### config.mk
export PLATFORM = sky130hd
export DESIGN_NAME = encrypt_sequencer
export DESIGN_NICKNAME = d
export VERILOG_FILES = /design/src/rtl/encrypt_sequencer_pkg.sv /design/src/rtl/encrypt_sequencer_decode.sv /design/src/rtl/encrypt_sequencer.sv
export SDC_FILE = /design/constraint.sdc
export NUM_CORES = 1
export LEC_CHECK = 0
export CAP_MARGIN = 20
export CORE_MARGIN = 2
export CORE_UTILIZATION = 42
export CTS_CLUSTER_DIAMETER = 50
export CTS_CLUSTER_SIZE = 10
export DETAILED_ROUTE_END_ITERATION = 7
export PLACE_DENSITY = 0.83
export SETUP_SLACK_MARGIN = 0.3
export SLEW_MARGIN = 20
export SYNTH_ARGS = -nofsm -noshare
export SYNTH_HDL_FRONTEND = slang
export SYNTH_HIERARCHICAL = 1
export SYNTH_SLANG_ARGS = --single-unit
export TNS_END_PERCENT = 50
### constraint.sdc
create_clock -name clock -period 1.98 [get_ports clock]
set_input_delay 0.594 -clock clock [delete_from_list [all_inputs] [get_ports clock]]
set_output_delay 0.594 -clock clock [all_outputs]
set_load 0.005 [all_outputs]
### src/rtl/encrypt_sequencer_pkg.sv
`default_nettype none
// ============================================================================
// Module      : encrypt_sequencer_pkg
// Description : Shared types and constants for the encrypt sequencer.
//               - State encoding (IDLE..DONE = 0..7). Each state's number is
//                 also the bit that it lights on state_led.
//               - Bit positions of the strobes inside the packed strobe
//                 vector that the decoder produces.
// Revision    : 1.0 - initial release
// ============================================================================
package encrypt_sequencer_pkg;

    localparam int STATE_W = 3;
    localparam int LED_W   = 8;
    localparam int COUNT_W = 8;

    typedef enum logic [STATE_W-1:0] {
        ST_IDLE  = 3'd0,
        ST_INIT  = 3'd1,
        ST_ADDR  = 3'd2,
        ST_READ  = 3'd3,
        ST_CHECK = 3'd4,
        ST_WRITE = 3'd5,
        ST_INC   = 3'd6,
        ST_DONE  = 3'd7
    } state_t;

    // Positions inside the packed strobe vector
    localparam int STB_CONST_DRIVE   = 0;
    localparam int STB_ELEMENT_WRITE = 1;
    localparam int STB_ELEMENT_DRIVE = 2;
    localparam int STB_I_WRITE       = 3;
    localparam int STB_I_DRIVE       = 4;
    localparam int STB_PLUS1_DRIVE   = 5;
    localparam int STB_ADDRESS_WRITE = 6;
    localparam int STB_MEMORY_WRITE  = 7;
    localparam int STB_MEMORY_DRIVE  = 8;
    localparam int STB_W             = 9;

endpackage
`default_nettype wire

### src/rtl/encrypt_sequencer_decode.sv
`default_nettype none
// ============================================================================
// Module      : encrypt_sequencer_decode
// Description : Purely combinational decode from the state register to the
//               bus strobes, busy, done and the one-hot state LED.
//               Because it has no input other than the state, all of these
//               outputs depend on the state register only (Moore outputs).
// Ports       : i_state     - current FSM state
//               o_strobes   - packed strobe vector (STB_* bit positions)
//               o_busy      - high in every state except IDLE
//               o_done      - high only in DONE
//               o_state_led - bit n set while in state n
// Revision    : 1.0 - initial release
// ============================================================================
module encrypt_sequencer_decode
    import encrypt_sequencer_pkg::*;
(
    input  state_t             i_state,
    output logic [STB_W-1:0]   o_strobes,
    output logic               o_busy,
    output logic               o_done,
    output logic [LED_W-1:0]   o_state_led
);

    localparam logic [LED_W-1:0] c_led_one = LED_W'(1);

    always_comb begin
        o_strobes = '0;
        case (i_state)
            ST_INIT: begin
                o_strobes[STB_CONST_DRIVE] = 1'b1;
                o_strobes[STB_I_WRITE]     = 1'b1;
            end
            ST_ADDR: begin
                o_strobes[STB_I_DRIVE]       = 1'b1;
                o_strobes[STB_ADDRESS_WRITE] = 1'b1;
            end
            ST_READ: begin
                o_strobes[STB_MEMORY_DRIVE]  = 1'b1;
                o_strobes[STB_ELEMENT_WRITE] = 1'b1;
            end
            // The address latch still holds i from ADDR, so WRITE lands on
            // the same location that READ fetched from.
            ST_WRITE: begin
                o_strobes[STB_ELEMENT_DRIVE] = 1'b1;
                o_strobes[STB_MEMORY_WRITE]  = 1'b1;
            end
            ST_INC: begin
                o_strobes[STB_PLUS1_DRIVE] = 1'b1;
                o_strobes[STB_I_WRITE]     = 1'b1;
            end
            default: begin
                // IDLE, CHECK and DONE leave the bus undriven
            end
        endcase

        o_busy      = (i_state != ST_IDLE);
        o_done      = (i_state == ST_DONE);
        o_state_led = c_led_one << i_state;
    end

endmodule
`default_nettype wire

### src/rtl/encrypt_sequencer.sv
`default_nettype none
// ============================================================================
// Module      : encrypt_sequencer
// Description : Moore FSM that walks the shared 8-bit bus datapath over a RAM
//               buffer. For each element it latches address i, reads the
//               element, tests for the sentinel, writes encrypt(element)
//               back and advances i. A run ends on a sentinel element or
//               after MAX_ELEMS elements. All bus drive enables come from
//               here, so at most one tristate drives the bus in any cycle.
// Parameters  : START_ADDR - first RAM address, driven onto the bus in INIT
//               MAX_ELEMS  - element budget per run (1..255)
// Ports       : clock, reset (async, active-low), start (level, sampled in
//               IDLE), sentinel (sampled in CHECK); strobes const_drive,
//               element_write, element_drive, i_write, i_drive, plus1_drive,
//               address_write, memory_write, memory_drive; busy, done,
//               count (elements encrypted this run), state_led (one-hot
//               state), const_value (the value the const tristate drives).
// Revision    : 1.0 - initial release
// ============================================================================
module encrypt_sequencer
    import encrypt_sequencer_pkg::*;
#(
    parameter logic [7:0] START_ADDR = 8'h00,
    parameter int         MAX_ELEMS  = 16
)(
    input  logic               clock,
    input  logic               reset,
    input  logic               start,
    input  logic               sentinel,
    output logic               const_drive,
    output logic               element_write,
    output logic               element_drive,
    output logic               i_write,
    output logic               i_drive,
    output logic               plus1_drive,
    output logic               address_write,
    output logic               memory_write,
    output logic               memory_drive,
    output logic               busy,
    output logic               done,
    output logic [COUNT_W-1:0] count,
    output logic [LED_W-1:0]   state_led,
    output logic [7:0]         const_value
);

    localparam logic [COUNT_W-1:0] c_max_elems = COUNT_W'(MAX_ELEMS);

    state_t             state_q;
    state_t             state_d;
    logic [COUNT_W-1:0] count_q;
    logic [COUNT_W-1:0] count_d;
    logic [COUNT_W-1:0] count_inc;
    logic [STB_W-1:0]   strobes;

    // ------------------------------------------------------------------
    // State and count registers
    // ------------------------------------------------------------------
    always_ff @(posedge clock or negedge reset) begin
        if (!reset) begin
            state_q <= ST_IDLE;
            count_q <= '0;
        end else begin
            state_q <= state_d;
            count_q <= count_d;
        end
    end

    // ------------------------------------------------------------------
    // Next-state and count update
    // ------------------------------------------------------------------
    // MAX_ELEMS is at most 255, so this never wraps.
    assign count_inc = count_q + COUNT_W'(1);

    always_comb begin
        state_d = state_q;
        count_d = count_q;
        case (state_q)
            ST_IDLE:  if (start) state_d = ST_INIT;
            ST_INIT: begin
                state_d = ST_ADDR;
                count_d = '0;
            end
            ST_ADDR:  state_d = ST_READ;
            ST_READ:  state_d = ST_CHECK;
            // The sentinel element is neither written nor counted.
            ST_CHECK: state_d = sentinel ? ST_DONE : ST_WRITE;
            ST_WRITE: state_d = ST_INC;
            ST_INC: begin
                count_d = count_inc;
                state_d = (count_inc == c_max_elems) ? ST_DONE : ST_ADDR;
            end
            ST_DONE:  state_d = ST_IDLE;
            default:  state_d = ST_IDLE;
        endcase
    end

    // ------------------------------------------------------------------
    // Output decode
    // ------------------------------------------------------------------
    encrypt_sequencer_decode u_decode (
        .i_state     (state_q),
        .o_strobes   (strobes),
        .o_busy      (busy),
        .o_done      (done),
        .o_state_led (state_led)
    );

    assign const_drive   = strobes[STB_CONST_DRIVE];
    assign element_write = strobes[STB_ELEMENT_WRITE];
    assign element_drive = strobes[STB_ELEMENT_DRIVE];
    assign i_write       = strobes[STB_I_WRITE];
    assign i_drive       = strobes[STB_I_DRIVE];
    assign plus1_drive   = strobes[STB_PLUS1_DRIVE];
    assign address_write = strobes[STB_ADDRESS_WRITE];
    assign memory_write  = strobes[STB_MEMORY_WRITE];
    assign memory_drive  = strobes[STB_MEMORY_DRIVE];

    assign count       = count_q;
    assign const_value = START_ADDR;

endmodule
`default_nettype wire
# --- Yosys cells after proc, flatten, opt, wreduce, memory -nomap -nowiden ---
# Cells that the tools add are included.
word_totals:
  in_bits: 4
  ff_bits: 11
  output_inout_bits: 35
classes:
  shifts: 1
  reduce_logical: 4
  addsub: 1
  eq_ne: 9
  mux: 11
ops:
  columns: ["cell", "count"]
  rows:
  - ["$pmux 3 s8", 1]
  - ["$pmux 8 s2", 1]
  - ["$eq 3x3->1 const B", 4]
  - ["$add 8x1->8 const B", 1]
  - ["$eq 8x5->1 const B", 1]
  - ["$shl 1x3->8 const A", 1]
  - ["$eq 3x2->1 const B", 2]
  - ["$mux 1", 6]
  - ["$mux 3", 2]
  - ["$eq 3x1->1 const B", 1]
  - ["$logic_not 3->1", 1]
  - ["$reduce_bool 3->1", 1]
  - ["$mux 2", 1]
  - ["$ne 2x2->1 const B", 1]
  - ["$reduce_bool 2->1", 1]
  - ["$reduce_or 2->1", 1]

# --- Depth between registers and ports, before layout ---
depth:
  word_depth: 4
  mapped_depth: 6
  depth_no_buf: 5

# --- Cells and area by module ---
# Netlist, hierarchy kept.
modules_own_cells:
  columns: ["module", "seq_area_each_um2", "area_each_um2", "instances", "cells_each"]
  rows:
  - ["encrypt_sequencer", 275.3, 772.0, 1, 91]
  - ["encrypt_sequencer_decode", 0.0, 145.1, 1, 21]

# --- Worst setup path before layout ---
# OpenSTA, ideal clock, no wires.
synth_path:
  path_type: "register to output"
  start: "reg state_q[2]"
  end: "out element_drive"
  stages_incl_launch_ff: 4
  arrival_time_ns: 1.029
  slack_ns: 0.357
  path_cell_list: "dfrtp_1 -> inv_1 -> nor3b_1 -> buf_4"
synth_via:
  elab_chain_len: 2
synth_lines:
  columns: ["item", "line", "source"]
  rows:
  - ["from (decl)", "encrypt_sequencer.sv:48", "state_t state_q;"]
  - ["from (signal assigned)", "encrypt_sequencer.sv:63", "state_q <= state_d;"]
  - ["$eq 3x3->1", "encrypt_sequencer_decode.sv:29", "case (i_state)"]
  - ["$mux 1", "encrypt_sequencer_decode.sv:29", null]
  - ["to (decl)", "encrypt_sequencer.sv:32", "output logic element_drive,"]
# Every way passes these cells.

# --- Worst setup path in the final report ---
layout_path:
  start: "reg state_q[0]"
  end: "out i_drive"
layout_via:
  elab_chain_len: 2
layout_lines:
  columns: ["item", "line", "source"]
  rows:
  - ["$eq 3x2->1", "encrypt_sequencer_decode.sv:29", null]
  - ["$mux 1", "encrypt_sequencer_decode.sv:29", null]
  - ["to (decl)", "encrypt_sequencer.sv:34", "output logic i_drive,"]
# Every way passes these cells.

==> results by group <==
Power
  – Pwr per Cell Area: 1190 nW/um^2
  – Total Power: 1640 uW
  – Leak: 0.000735 uW
  – VDD IR max: around 0.00070 V

Drt
  – Met3 wire length: 173 microns
  – DRT iter0 DRCs: 31
  – Final ANT Viol Nets: 0
  – Post-route DRC: 0
  – Via-to-Cell Ratio: 5.03
  – Number of detailed-route iterations in the first pass: 4
  – Via count: 896
  – Met1 wire length: about 870 microns
  – Final WL: 2410 microns
  – Drt wl/cell: roughly 14 microns
  – Met2 Routed Length: 1350 microns
  – Max Used Layer: met4

Global route
  – Total GRT Usage: 18.2%
  – First-pass GRT wire length: roughly 3600 microns
  – Pin count of the biggest net entering global routing: 21
  – Vias in the first global route: 806
  – GRT overflow: 0
  – Initial antenna violation count: 0

Logic synthesis
  – Synth Instances: 112
  – Area of the mapped netlist: 917 sq um
  – Seq/Total Area, Yosys: 30.0%
  – Xor/xnor share of the synthesized area: 3.82%
  – Area contributors post-synth: dfrtp_1 30%, buf_4 16%, nand2_1 4.9%
  – Compound-gate portion of the synthesized area: around 16%
  – Synth warn: 6
  – Area leader, netlist: dfrtp_1
  – Mux cell area share after synthesis: 0%
  – Number of synthesized flops with an enable pin: 0
  – Adder-cell share of the synthesized area: 2.73%
  – #FFs+latches synth: 11
  – Async SR Flop Fraction: 100%
  – Most used DFF post-synth: dfrtp_1
  – Simple-gate area share of the yosys netlist: 25.6%
  – Avg Inst Size Synth: 8.19 sq um
  – Synth cell types: 36
  – Count leader, synth: buf_4
  – Synth top area share: between 30% and 40%
  – Top cells by count, synth: 20 x buf_4, 12 x nand2_1, 11 x dfrtp_1, 11 x nor2_1
  – Largest family of logic cells by synthesized area: simple AND/OR/NAND/NOR gates

Setup path
  – Critical Path Fanout Max: 7
  – Startpoint Class: flip-flop
  – Launch point of the worst reg-to-reg path: count[0]
  – CP Data Arrival Time: 1.36 ns
  – Setup Crit Path Kind: reg -> out
  – Setup slack, reg-to-reg: 0.36 ns
  – Required time of the critical path: 1.39 ns
  – Critical Path End Type: primary output
  – R2R Path End: count[6]
  – FF-to-FF path depth: 6

Floorplanning
  – Rows: 16
  – Die height: 50.7 microns
  – Die area: about 2600 sq um
  – Core Region: 2000 sq um
  – Die X: 50.7 microns
  – Initial Util: a little under half
  – I/O pin cnt: 39

Clock tree
  – Clk slew on worst S/H paths: roughly 0.070 ns
  – CTS tree: yes
  – CTS Buf Count: 3
  – CTS Sinks: 11
  – Worst skew pair latency: 0.27 ns
  – Clock H-tree levels: 1
  – Clk root buf: clkbuf_4
  – CTS Hold Bufs: 0
  – CTS Buffer Depth: 2

Timing
  – Endpoints failing setup: 0
  – RSZ-0062 raised after global routing: true
  – Post-Route Skew: approximately 0.011 ns
  – FMAX: between 0.5 and 0.6 GHz
  – Worst Tran Pin Value: 0.505 ns
  – Fin crit share: 98.5%
  – Fin. Hold Viols: 0
  – Final Max Tran Viols: 0
  – Final Critical Period: 1.95 ns
  – Worst hold slack: 0.517 ns
  – Relative slew slack: 66.2%

Finish
  – Antenna cells: 0
  – Fill cells: 165
  – Multi-input combinational cell area: around 540 sq um
  – Final instance area: 1380 sq um
  – Final core occ: just under 70%
  – Layout cell share with drive strength beyond 1: 45.0%
  – Nets: 158
  – P&R area growth vs syn: 50.1%
  – Storage element area: 288 sq um

Worst hold path
  – WHS Path Cells: 1
  – Critical hold path startpoint: count[0]
  – Hold-critical path endpoint: count[0]
  – Hold Crit Class: reg -> reg

Placement
  – Placed Area: 1130 sq um
  – # port buffers: 30
  – Final GP Congestion: roughly 0.8
  – Hpwl dp: between 1000 and 1500 microns

Run status
  – Status: complete, no violations

Flow run
  – Max-Cap Viols: 0
sequential cells by signal (all words and copies together), names as in the netlist:
register / cells
count: 8
state_q: 3
power breakdown:
group | switching, uW | internal (uW) | total, uW
registers | 88.1 | 280 | 368
clock network | 78.0 | 77.9 | 156
logic | 502 | 615 | 1120
total | 668 | 973 | 1640
stage by stage:
| step | TNS (ns) | instances | setup slack [ns] |
|---|---|---|---|
| finish | 0 | 178 | 0.0290 |
| global route | -0.113 | 178 | -0.0289 |
| CTS | 0 | 171 | 0.0437 |
| detailed placement | -0.326 | 156 | -0.108 |
| global placement | 0 | 156 | 0.0329 |
| floorplan | 0 | 119 | 0.357 |
how the worst max path moves through the flow:
stage	cells after the start	slack (ns)	end	start
floorplan	3	0.36	element_drive	state_q[2]
global placement	3	0.03	state_led[0]	state_q[2]
detailed placement	3	-0.11	element_drive	state_q[2]
CTS	4	0.04	i_drive	state_q[0]
global route	4	-0.03	state_led[2]	state_q[0]
finish	4	0.03	i_drive	state_q[0]
cell type report:
cell class / instances / share of cell area [%]
clock buffer: 4 / 1.91
sequential: 11 / 20.9
tap: 27 / 2.45
timing repair buffer: 53 / 35.0
multi-input combinational: 80 / 38.9
inverter: 3 / 0.818
placed cells by master, fill, tap and decap left out, types with 2 or more instances in the layout:
master	netlist	final
o21ai_0	2	2
clkdlybuf4s15_2	0	2
buf_6	2	12
a31oi_1	3	3
xnor2_1	4	4
dfrtp_2	0	10
nand2_1	12	11
clkdlybuf4s50_1	0	3
dlymetal6s2s_1	0	8
inv_2	0	2
nor3b_4	0	2
buf_2	1	8
dlygate4sd2_1	0	3
nor3_1	4	3
a21oi_1	5	4
ha_1	2	2
nand3_1	5	5
nor4_1	2	2
buf_4	20	17
conb_1	1	8
clkbuf_4	0	3
nor2_1	11	9
a211oi_1	4	4
routing by layer:
layer / GRT usage (%) / up-vias
met4: 6.76 / 0
li1: - / 437
met5: 0 / -
met3: 2.98 / 2
met2: 35.3 / 43
met1: 19.2 / 414
timing repair:
action                                  4_1_cts  5_1_grt
pin swaps                                     8        4
gates resized for setup                      81       28
setup buffers                                11        7
endpoints found under the setup margin       27       29
worst max-delay path, stage by stage, from the launching register on:
cell and delay (ns):
dfrtp_2 0.45, buf_4 0.15, nor3b_2 0.16, buf_4 0.14, clkdlybuf4s15_2 0.20
cell families (layout without fill, tap and decap cells):
group,count (synthesis),in the layout
xor gates and xnor gates,4,4
DFF,11,11
other,1,8
and+or+nand+nor,45,45
AOI/OAI and AO/OA,21,21
buffers and inverters,28,60
adders and majority gates,2,2
Note: power is estimated with default switching activity, not from simulation.
